===== config.mk =====
export PLATFORM = sky130hd
export DESIGN_NAME = crc_frame_engine_flat
export DESIGN_NICKNAME = d
export VERILOG_FILES = /design/src/rtl/crc_frame_engine_pkg.sv /design/src/rtl/crc_frame_engine_if.sv /design/src/rtl/crc_serial_div.sv /design/src/rtl/crc_frame_engine.sv /design/src/flat_wrapper.sv
export SDC_FILE = /design/constraint.sdc
export NUM_CORES = 1
export LEC_CHECK = 0
export CORE_ASPECT_RATIO = 0.6
export CORE_MARGIN = 2
export CORE_UTILIZATION = 35
export DETAILED_ROUTE_END_ITERATION = 10
export SLEW_MARGIN = 30
export SYNTH_ARGS = -nofsm -noshare
export SYNTH_HDL_FRONTEND = slang
export SYNTH_SLANG_ARGS = --single-unit
export TNS_END_PERCENT = 100

===== constraint.sdc =====
create_clock -name clk -period 2.55 [get_ports clk]
set_clock_uncertainty 0.1 [all_clocks]
set_input_delay 0.3825 -clock clk [delete_from_list [all_inputs] [get_ports clk]]
set_output_delay 0.3825 -clock clk [all_outputs]
set_load 0.05 [all_outputs]

===== src/rtl/crc_frame_engine_pkg.sv =====
// Shared types, tag encodings and width helper for the CRC frame engine.
package crc_frame_pkg;

  typedef enum logic [2:0] {
    ST_IDLE,
    ST_FETCH,
    ST_CALC,
    ST_WRITE,
    ST_STREAM,
    ST_DONE
  } state_t;

  localparam logic [1:0] TAG_FIRST = 2'b01;
  localparam logic [1:0] TAG_MID   = 2'b10;
  localparam logic [1:0] TAG_LAST  = 2'b11;

  // RAM word = {tag[1:0], message, crc}
  function automatic int data_w(input int mess_len, input int crc_len);
    return mess_len + crc_len + 2;
  endfunction

endpackage


===== src/rtl/crc_frame_engine_if.sv =====
// Control, RAM and serialiser-enable bundle between the engine and its host.
interface crc_frame_engine_if
  import crc_frame_pkg::*;
#(
  parameter int MESS_LEN = 10,
  parameter int CRC_LEN  = 4,
  parameter int ADDR_W   = 5
);
  localparam int DATA_W = data_w(MESS_LEN, CRC_LEN);

  logic              start;
  logic              check_mode;
  logic [DATA_W-1:0] q;
  logic [ADDR_W-1:0] address;
  logic              wren;
  logic [DATA_W-1:0] data_out;
  logic              busy;
  logic              done;
  logic [ADDR_W:0]   err_count;
  logic              data_oe;
  logic              clk_oe;

  // engine side
  modport master (
    input  start, check_mode, q,
    output address, wren, data_out, busy, done, err_count, data_oe, clk_oe
  );

  // host / RAM side
  modport slave (
    output start, check_mode, q,
    input  address, wren, data_out, busy, done, err_count, data_oe, clk_oe
  );
endinterface


===== src/rtl/crc_serial_div.sv =====
// Bit-serial CRC long divider, one message bit per enabled cycle, MSB first.
// Also instantiated by the receiver-side checker.
module crc_serial_div #(
  parameter int                CRC_LEN = 4,
  parameter logic [CRC_LEN:0]  POLY    = 5'b10011
) (
  input  logic               clk,
  input  logic               rst,
  input  logic               clr,
  input  logic               en,
  input  logic               bit_in,
  output logic [CRC_LEN-1:0] rem
);
  logic fb;

  assign fb = rem[CRC_LEN-1] ^ bit_in;

  // shift-and-subtract step; clr restarts the division for a new word
  always_ff @(posedge clk) begin
    if (rst || clr) begin
      rem <= '0;
    end else if (en) begin
      rem <= {rem[CRC_LEN-2:0], 1'b0} ^ (fb ? POLY[CRC_LEN-1:0] : '0);
    end
  end
endmodule


===== src/rtl/crc_frame_engine.sv =====
// Walks a RAM block: generate mode tags and writes back CRC'd words then opens
// the serialiser window; check mode recomputes CRCs and counts mismatches.
//
// state  | meaning
// IDLE   | waiting for start
// FETCH  | address held RD_LAT cycles, word latched from q on the last one
// CALC   | MESS_LEN division steps through crc_serial_div
// WRITE  | write-back (generate) or CRC compare (check), then next word
// STREAM | serialiser enables high while the block addresses are replayed
// DONE   | one-cycle done pulse
module crc_frame_engine
  import crc_frame_pkg::*;
#(
  parameter int               MESS_LEN    = 10,
  parameter int               CRC_LEN     = 4,
  parameter logic [CRC_LEN:0] POLY        = 5'b10011,
  parameter int               NUM_WORDS   = 14,
  parameter int               ADDR_W      = 5,
  parameter int               BASE_ADDR   = 0,
  parameter int               RD_LAT      = 2,
  parameter int               TAIL_CYCLES = 30
) (
  input  logic               clk,
  input  logic               rst,
  crc_frame_engine_if.master bus
);
  localparam int DATA_W = data_w(MESS_LEN, CRC_LEN);
  localparam int LAT_W  = $clog2(RD_LAT + 1);
  localparam int BIT_W  = $clog2(MESS_LEN + 1);
  localparam int STR_W  = $clog2(NUM_WORDS + TAIL_CYCLES + 1);
  localparam logic [ADDR_W-1:0] FIRST_ADDR = ADDR_W'(BASE_ADDR);
  localparam logic [ADDR_W-1:0] LAST_ADDR  = ADDR_W'(BASE_ADDR + NUM_WORDS - 1);
  localparam logic [ADDR_W-1:0] LAST_IDX   = ADDR_W'(NUM_WORDS - 1);

  if (CRC_LEN < 2) begin : g_bad_crc_len
    $error("crc_frame_engine: CRC_LEN must be at least 2");
  end
  if (POLY[CRC_LEN] != 1'b1) begin : g_bad_poly
    $error("crc_frame_engine: POLY MSB must be 1");
  end
  if (NUM_WORDS < 1 || RD_LAT < 1) begin : g_bad_counts
    $error("crc_frame_engine: NUM_WORDS and RD_LAT must be at least 1");
  end
  if (BASE_ADDR + NUM_WORDS - 1 >= 2 ** ADDR_W) begin : g_bad_addr
    $error("crc_frame_engine: block does not fit in ADDR_W address bits");
  end

  state_t              state;
  logic                mode;
  logic [LAT_W-1:0]    lat_cnt;
  logic [BIT_W-1:0]    bit_cnt;
  logic [STR_W-1:0]    str_cnt;
  logic [ADDR_W-1:0]   word_idx;
  logic [MESS_LEN-1:0] msg;
  logic [MESS_LEN-1:0] msg_sh;
  logic [CRC_LEN-1:0]  rx_crc;
  logic [CRC_LEN-1:0]  rem;
  logic [1:0]          tag;
  logic                last_word;

  // last takes precedence so a one-word block is tagged last
  assign last_word = (word_idx == LAST_IDX);
  assign tag       = last_word ? TAG_LAST : (word_idx == '0) ? TAG_FIRST : TAG_MID;

  // rem only settles at the CALC->WRITE edge, so the write word is assembled
  // from registers and gated by the registered wren
  assign bus.data_out = bus.wren ? DATA_W'({tag, msg, rem}) : '0;

  crc_serial_div #(
    .CRC_LEN (CRC_LEN),
    .POLY    (POLY)
  ) u_div (
    .clk    (clk),
    .rst    (rst),
    .clr    (state == ST_FETCH),
    .en     (state == ST_CALC),
    .bit_in (msg_sh[MESS_LEN-1]),
    .rem    (rem)
  );

  // pass sequencer with registered RAM and serialiser controls
  always_ff @(posedge clk) begin
    if (rst) begin
      state         <= ST_IDLE;
      mode          <= 1'b0;
      lat_cnt       <= '0;
      bit_cnt       <= '0;
      str_cnt       <= '0;
      word_idx      <= '0;
      msg           <= '0;
      msg_sh        <= '0;
      rx_crc        <= '0;
      bus.address   <= FIRST_ADDR;
      bus.wren      <= 1'b0;
      bus.busy      <= 1'b0;
      bus.done      <= 1'b0;
      bus.err_count <= '0;
      bus.data_oe   <= 1'b0;
      bus.clk_oe    <= 1'b0;
    end else begin
      case (state)
        ST_IDLE: begin
          if (bus.start) begin
            mode          <= bus.check_mode;
            bus.address   <= FIRST_ADDR;
            word_idx      <= '0;
            bus.err_count <= '0;
            bus.busy      <= 1'b1;
            lat_cnt       <= LAT_W'(RD_LAT - 1);
            state         <= ST_FETCH;
          end
        end
        ST_FETCH: begin
          if (lat_cnt == '0) begin
            msg     <= bus.q[MESS_LEN+CRC_LEN-1:CRC_LEN];
            msg_sh  <= bus.q[MESS_LEN+CRC_LEN-1:CRC_LEN];
            rx_crc  <= bus.q[CRC_LEN-1:0];
            bit_cnt <= BIT_W'(MESS_LEN - 1);
            state   <= ST_CALC;
          end else begin
            lat_cnt <= lat_cnt - LAT_W'(1);
          end
        end
        ST_CALC: begin
          msg_sh <= {msg_sh[MESS_LEN-2:0], 1'b0};
          if (bit_cnt == '0) begin
            bus.wren <= ~mode;
            state    <= ST_WRITE;
          end else begin
            bit_cnt <= bit_cnt - BIT_W'(1);
          end
        end
        ST_WRITE: begin
          bus.wren <= 1'b0;
          if (mode) begin
            bus.err_count <= bus.err_count + (ADDR_W + 1)'(rem != rx_crc);
          end
          if (!last_word) begin
            bus.address <= bus.address + ADDR_W'(1);
            word_idx    <= word_idx + ADDR_W'(1);
            lat_cnt     <= LAT_W'(RD_LAT - 1);
            state       <= ST_FETCH;
          end else if (mode) begin
            bus.busy <= 1'b0;
            bus.done <= 1'b1;
            state    <= ST_DONE;
          end else begin
            bus.address <= FIRST_ADDR;
            str_cnt     <= STR_W'(NUM_WORDS + TAIL_CYCLES - 1);
            bus.data_oe <= 1'b1;
            bus.clk_oe  <= 1'b1;
            state       <= ST_STREAM;
          end
        end
        ST_STREAM: begin
          if (bus.address != LAST_ADDR) begin
            bus.address <= bus.address + ADDR_W'(1);
          end
          if (str_cnt == '0) begin
            bus.data_oe <= 1'b0;
            bus.clk_oe  <= 1'b0;
            bus.busy    <= 1'b0;
            bus.done    <= 1'b1;
            state       <= ST_DONE;
          end else begin
            str_cnt <= str_cnt - STR_W'(1);
          end
        end
        ST_DONE: begin
          bus.done <= 1'b0;
          state    <= ST_IDLE;
        end
        default: state <= ST_IDLE;
      endcase
    end
  end
endmodule


===== src/flat_wrapper.sv =====
// flat-port wrapper written by rule: the top's interface ports become plain ports
module crc_frame_engine_flat import crc_frame_pkg::*;
#(
  parameter int               MESS_LEN    = 10,
  parameter int               CRC_LEN     = 4,
  parameter logic [CRC_LEN:0] POLY        = 5'b10011,
  parameter int               NUM_WORDS   = 14,
  parameter int               ADDR_W      = 5,
  parameter int               BASE_ADDR   = 0,
  parameter int               RD_LAT      = 2,
  parameter int               TAIL_CYCLES = 30
)
  (clk, rst, bus_start, bus_check_mode, bus_q, bus_address, bus_wren, bus_data_out, bus_busy, bus_done, bus_err_count, bus_data_oe, bus_clk_oe);
  crc_frame_engine_if #(.MESS_LEN(MESS_LEN), .CRC_LEN(CRC_LEN), .ADDR_W(ADDR_W)) bus_i ();
  input  logic clk;
  input  logic rst;
  input wire logic [$bits(bus_i.start)-1:0] bus_start;
  input wire logic [$bits(bus_i.check_mode)-1:0] bus_check_mode;
  input wire logic [$bits(bus_i.q)-1:0] bus_q;
  output wire logic [$bits(bus_i.address)-1:0] bus_address;
  output wire logic [$bits(bus_i.wren)-1:0] bus_wren;
  output wire logic [$bits(bus_i.data_out)-1:0] bus_data_out;
  output wire logic [$bits(bus_i.busy)-1:0] bus_busy;
  output wire logic [$bits(bus_i.done)-1:0] bus_done;
  output wire logic [$bits(bus_i.err_count)-1:0] bus_err_count;
  output wire logic [$bits(bus_i.data_oe)-1:0] bus_data_oe;
  output wire logic [$bits(bus_i.clk_oe)-1:0] bus_clk_oe;
  assign bus_i.start = bus_start;
  assign bus_i.check_mode = bus_check_mode;
  assign bus_i.q = bus_q;
  assign bus_address = bus_i.address;
  assign bus_wren = bus_i.wren;
  assign bus_data_out = bus_i.data_out;
  assign bus_busy = bus_i.busy;
  assign bus_done = bus_i.done;
  assign bus_err_count = bus_i.err_count;
  assign bus_data_oe = bus_i.data_oe;
  assign bus_clk_oe = bus_i.clk_oe;
  crc_frame_engine #(.MESS_LEN(MESS_LEN), .CRC_LEN(CRC_LEN), .POLY(POLY), .NUM_WORDS(NUM_WORDS), .ADDR_W(ADDR_W), .BASE_ADDR(BASE_ADDR), .RD_LAT(RD_LAT), .TAIL_CYCLES(TAIL_CYCLES)) u_core (.clk(clk), .rst(rst), .bus(bus_i));
endmodule

Word-level counts from Yosys, hierarchy flattened
Cells that the tools add are included.
{"block": "word_totals", "register_bits": 64, "latch_bits": 0, "ram_bits": 0, "rom_bits": 0, "in_bits": 20, "output_inout_bits": 32, "wordCells": 121, "n_memories": 0}
{"block": "classes", "n_addsub": 6, "mul": 0, "div_mod_pow": 0, "n_lt_le_gt_ge": 0, "eq_ne": 21, "shift": 0, "muxes": 48, "bitwise_logic": 3, "reduce_logical": 27}
{"cell": "$mux 6", "count": 5}
{"cell": "$mux 5", "count": 5}
{"cell": "$pmux 6 s2", "count": 2}
{"cell": "$reduce_and 4->1", "count": 6}
{"cell": "$pmux 10 s2", "count": 1}
{"cell": "$mux 16", "count": 1}
{"cell": "$mux 3", "count": 5}
{"cell": "$pmux 3 s5", "count": 1}
{"cell": "$pmux 5 s3", "count": 1}
{"cell": "$mux 2", "count": 6}
{"cell": "$ne 2x1->1 const B", "count": 6}
{"cell": "$ne 2x2->1 const B", "count": 6}
{"cell": "$mux 1", "count": 11}
{"cell": "$add 5x1->5 const B", "count": 2}
{"cell": "$mux 10", "count": 1}
{"cell": "$pmux 5 s2", "count": 1}
{"cell": "$reduce_and 3->1", "count": 3}
{"cell": "$reduce_bool 3->1", "count": 3}
{"cell": "$mux 4", "count": 2}
{"cell": "$pmux 4 s2", "count": 1}
{"cell": "$reduce_and 2->1", "count": 4}
{"cell": "$reduce_bool 2->1", "count": 4}
{"cell": "$add 6x1->6", "count": 1}
{"cell": "$eq 3x2->1 const B", "count": 2}
{"cell": "22 further kinds", "count": 25}

Depth between registers and ports, before layout
{"block": "logic_depth", "depth_word": 4, "mapped_depth": 8, "mapped_depth_nobuf": 8}

Hierarchy
A second synthesis with hierarchy kept.
{"block": "unflattened", "hier_cells": 379, "area_unflattened_um2": 3220.6}
{"mod": "crc_frame_engine", "instances": 1, "cells_each": 362, "area_per_inst_um2": 3045.4, "seq_area_each_um2": 1201.2}
{"mod": "crc_serial_div", "instances": 1, "cells_each": 17, "area_per_inst_um2": 175.2, "seq_area_each_um2": 80.1}

Least setup slack after synthesis
No wires, ideal clock.
{"block": "synth_path", "path_type": "register -> output", "from": "register u_core.bus.wren", "to": "output port bus_data_out[14]", "arrival_ns": 1.575, "t_required_ns": 2.068, "path_slack_ns": 0.492, "path_stages_with_launch": 3, "n_path_buf": 0, "cell_sequence": "dfxtp_1 -> nand2b_1 -> a21oi_1"}
{"block": "synth_between", "elab_chain_cells": 1}
{"item": "from (decl)", "line_no": "crc_frame_engine_if.sv:26", "source": "output address, wren, data_out, busy, done, err_count, data_oe, clk_oe"}
{"item": "from (signal assigned)", "line_no": "crc_frame_engine.sv:127", "source": "bus.wren <= ~mode;"}
{"item": "$mux 16", "line_no": "crc_frame_engine.sv:67", "source": "assign bus.data_out = bus.wren ? DATA_W'({tag, msg, rem}) : '0;"}
{"item": "to (decl)", "line_no": "flat_wrapper.sv:22", "source": "output wire logic [$bits(bus_i.data_out)-1:0] bus_data_out;"}
No other way between the ends.

Worst setup path in the final report
{"block": "layout_path", "from": "register u_core.bus.wren", "to": "output port bus_wren"}
{"item": "to (decl)", "line_no": "flat_wrapper.sv:21", "source": "output wire logic [$bits(bus_i.wren)-1:0] bus_wren;"}
No word-level cell between the ends.

==> results by group <==
Run status
  – Status: complete, no violations

Clock tree
  – Skew-Pair Late Insertion Delay: approximately 330 ps
  – Clk root buf: clkbuf_16
  – Post-CTS Setup Inserts: 0
  – CTS H-tree lvls: 3
  – Cts bufs inserted: 9
  – Clk sinks: 64
  – TritonCTS clock tree: built
  – CTS max path bufs: 2
  – CTS clk-pin slew, worst paths: approximately 50 ps

STA
  – Max Freq: ~440 MHz
  – Slew HR: 0.485
  – Setup tns final: 0 ps
  – Hold Vio Cnt, Final: 0
  – Slew Viols, Final: 0
  – Setup violators final: 0
  – Actual slew at the worst max-slew pin: ~770 ps
  – RSZ-0062 raised after global routing: false
  – Final Worst Setup Slack: roughly 270 ps
  – Final Cycle Share: 0.895
  – Final min period: 2280 ps

Final layout
  – Nets: around 460
  – Post-route insts no fill: approximately 550
  – Multi-input combinational cell area: about 1700 um2
  – Final-layout fill cell count: approximately 850
  – Area delta synth->final: 29.8%
  – Antenna cells: 0
  – Fraction of layout cells with a size suffix above 1: 0.110
  – Register area: around 1300 um2

Placed design
  – Port bufs: 49
  – HPWL after DPL: around 5.2 mm
  – Post-Place Setup Slack: 209 ps
  – Placer Congestion: between 0.8 and 0.9
  – Placed insts: around 530

Critical path
  – R2R Setup Slk: roughly 450 ps
  – Worst Path Arrival: approximately 1800 ps
  – R2r startpoint: u_core.word_idx[1]
  – Crit. End Element: output port
  – R2r worst-path depth: 6
  – Worst r2r dst: u_core.lat_cnt[1]
  – WS Path Type: reg2out
  – CP Max Fanout: 14
  – Req. time, crit path: about 2100 ps
  – Critical Path Start Type: flop

Yosys
  – Main synth FF type: dfxtp_1
  – Syn Nets: 411
  – Synth Register Bits: 64
  – Area leader, netlist: dfxtp_1
  – Ys Warns: 0
  – Share of the synthesized area in the top cell type: 0.412
  – Synth cell types: 53
  – Post-synthesis cell area: approximately 3100 um2
  – Fraction of the yosys area taken by sequential cells: 0.412
  – Number of synthesized flops with an enable pin: 0
  – Post-synth top cells: dfxtp_1, nand2_1, a21oi_1, nor2_1, nor3_1
  – FFs w/ async S/R, synth: 0
  – Synth area leaders: dfxtp_1, nand2_1, a21oi_1, ha_1, and2_1
  – Mapped Cells: 379
  – Avg Synthesized Cell Area: 8.21 um2

Floorplan
  – Die width: ~130 um
  – Core Footprint: roughly 8600 um2
  – Starting Density: 0.364
  – Die H: ~77 um
  – Die area: 9680 um2
  – Site Rows: 26
  – # IOs: 52

Pwr
  – P per Cell Area: between 700 and 800 nW/um2
  – Leakage power total: roughly 0.0015 uW
  – Max IR drop VDD: between 400 and 500 uV

Drt
  – DRT Wirelength: 7.31 mm
  – Post-DR wirelength/cell: about 13 um
  – DR iter-0 viols: between 100 and 150
  – Vias/cell: between 5 and 6
  – Initial DRT Pass Iterations: 4
  – Post-route DRC: 0
  – Post-route ant nets: 0
  – Vias: 2763

Worst hold path
  – Hold EP: u_core.msg[1]
  – Hold WC Path Type: reg2reg
  – Hold Crit Depth: 2
  – Min-delay src: u_core.msg[1]

Global route
  – Antenna violations before repair: 0
  – Pin count of the biggest net entering global routing: between 40 and 50
  – Vias in the first global route: 2645
  – First-pass GRT wire length: between 10 and 15 mm
  – Global route overflow: 0
  – All-layer global routing usage: 0.161

Job
  – Max_cap viols: 0
[cells in the final DEF, fill, tap and decap left out, types with 4 or more instances in the layout]
cell type | synthesis | final
nand2_1 | 64 | 64
dfxtp_1 | 64 | 63
clkdlybuf4s50_1 | 0 | 38
a21oi_1 | 35 | 35
buf_4 | 3 | 23
nor2_1 | 21 | 21
nor3_1 | 17 | 17
inv_1 | 15 | 15
and2_1 | 14 | 14
ha_1 | 12 | 12
a31oi_1 | 11 | 11
nand3_1 | 9 | 9
clkbuf_16 | 0 | 9
or3_1 | 8 | 8
nand2b_1 | 7 | 7
o21ai_0 | 7 | 7
xnor2_1 | 6 | 6
a211oi_1 | 6 | 6
xor2_1 | 6 | 6
o21a_1 | 4 | 4
mux2i_1 | 4 | 4
o31ai_1 | 4 | 4
[critical path, stage by stage (launching register included)]
cell and delay (ps):
dfxtp_2 490, buf_4 190, clkdlybuf4s50_1 800
[logic make-up (layout without fill, tap and decap cells)]
logic type | count (synthesis) | in the layout | synth area share
simple gates | 164 | 164 | 0.266
compound gates | 86 | 86 | 0.177
flops | 64 | 64 | 0.412
buf+inv | 37 | 94 | 0.0499
fa+ha+maj | 12 | 12 | 0.0483
xor+xnor | 12 | 12 | 0.0338
mux | 4 | 4 | 0.0129
[through the flow]
| step | instance area, um2 | hold slack [ps] | util | total power, uW |
|---|---|---|---|---|
| 2_1_floorplan | 3110 | 332 | - | 1490 |
| 3_3_place_gp | 3730 | 340 | 0.437 | 1660 |
| 3_5_place_dp | 3730 | 345 | 0.437 | 1670 |
| 4_1_cts | 4040 | 352 | 0.472 | 2910 |
| 5_1_grt | 4040 | 374 | 0.472 | 3030 |
| 6_report | 4040 | 350 | 0.472 | 2870 |
[area by class of cell]
| type | instances | area share |
|---|---|---|
| Multi-Input combinational cell | 278 | 0.418 |
| Sequential cell | 64 | 0.318 |
| Timing Repair Buffer | 63 | 0.141 |
| Clock buffer | 13 | 0.0644 |
| Tap cell | 112 | 0.0347 |
| Inverter | 15 | 0.0139 |
| Clock inverter | 3 | 0.00991 |
[state kept, by name, indices dropped and copies added, names as in the netlist, 2 cells and up]
| register | flops |
|---|---|
| u_core.str_cnt | 6 |
| u_core.word_idx | 5 |
| u_core.lat_cnt | 2 |
| u_core.u_div.rem | 4 |
| u_core.msg_sh | 10 |
| u_core.bit_cnt | 4 |
| u_core.bus.address | 5 |
| u_core.bus.err_count | 6 |
| u_core.rx_crc | 4 |
| u_core.msg | 10 |
| u_core.state | 3 |
[power by group]
| group | switching [uW] | internal [uW] | leakage, uW |
|---|---|---|---|
| logic | 297 | 214 | 0.000822 |
| registers | 68.6 | 1070 | 0.000520 |
| clock network | 413 | 806 | 0.000150 |
[how the worst max path moves through the flow]
stage / startpoint / endpoint / slack, ps / depth (start not counted)
2_1_floorplan: u_core.bus.wren / bus_data_out[14] / 490 / 2
3_3_place_gp: bus_start / u_core.bus.err_count[5] / 240 / 5
3_5_place_dp: bus_start / u_core.bus.err_count[5] / 210 / 5
4_1_cts: u_core.bus.wren / bus_wren / 7 / 2
5_1_grt: u_core.bus.wren / bus_wren / 180 / 2
6_report: u_core.bus.wren / bus_wren / 270 / 2
[metal layers]
metal,track usage,up-vias,share of wire
met5,0,-,0
met4,0.0511,0,0.012
met3,0.0586,10,0.052
met2,0.241,55,0.40
met1,0.214,1265,0.54
li1,-,1433,-
[repair_timing]
action | in CTS | in global routing
hold buffers | 0 | 0
endpoints found under the setup margin | 0 | 7
resized for setup | 0 | 2
Power figures use the tool's default switching activity.
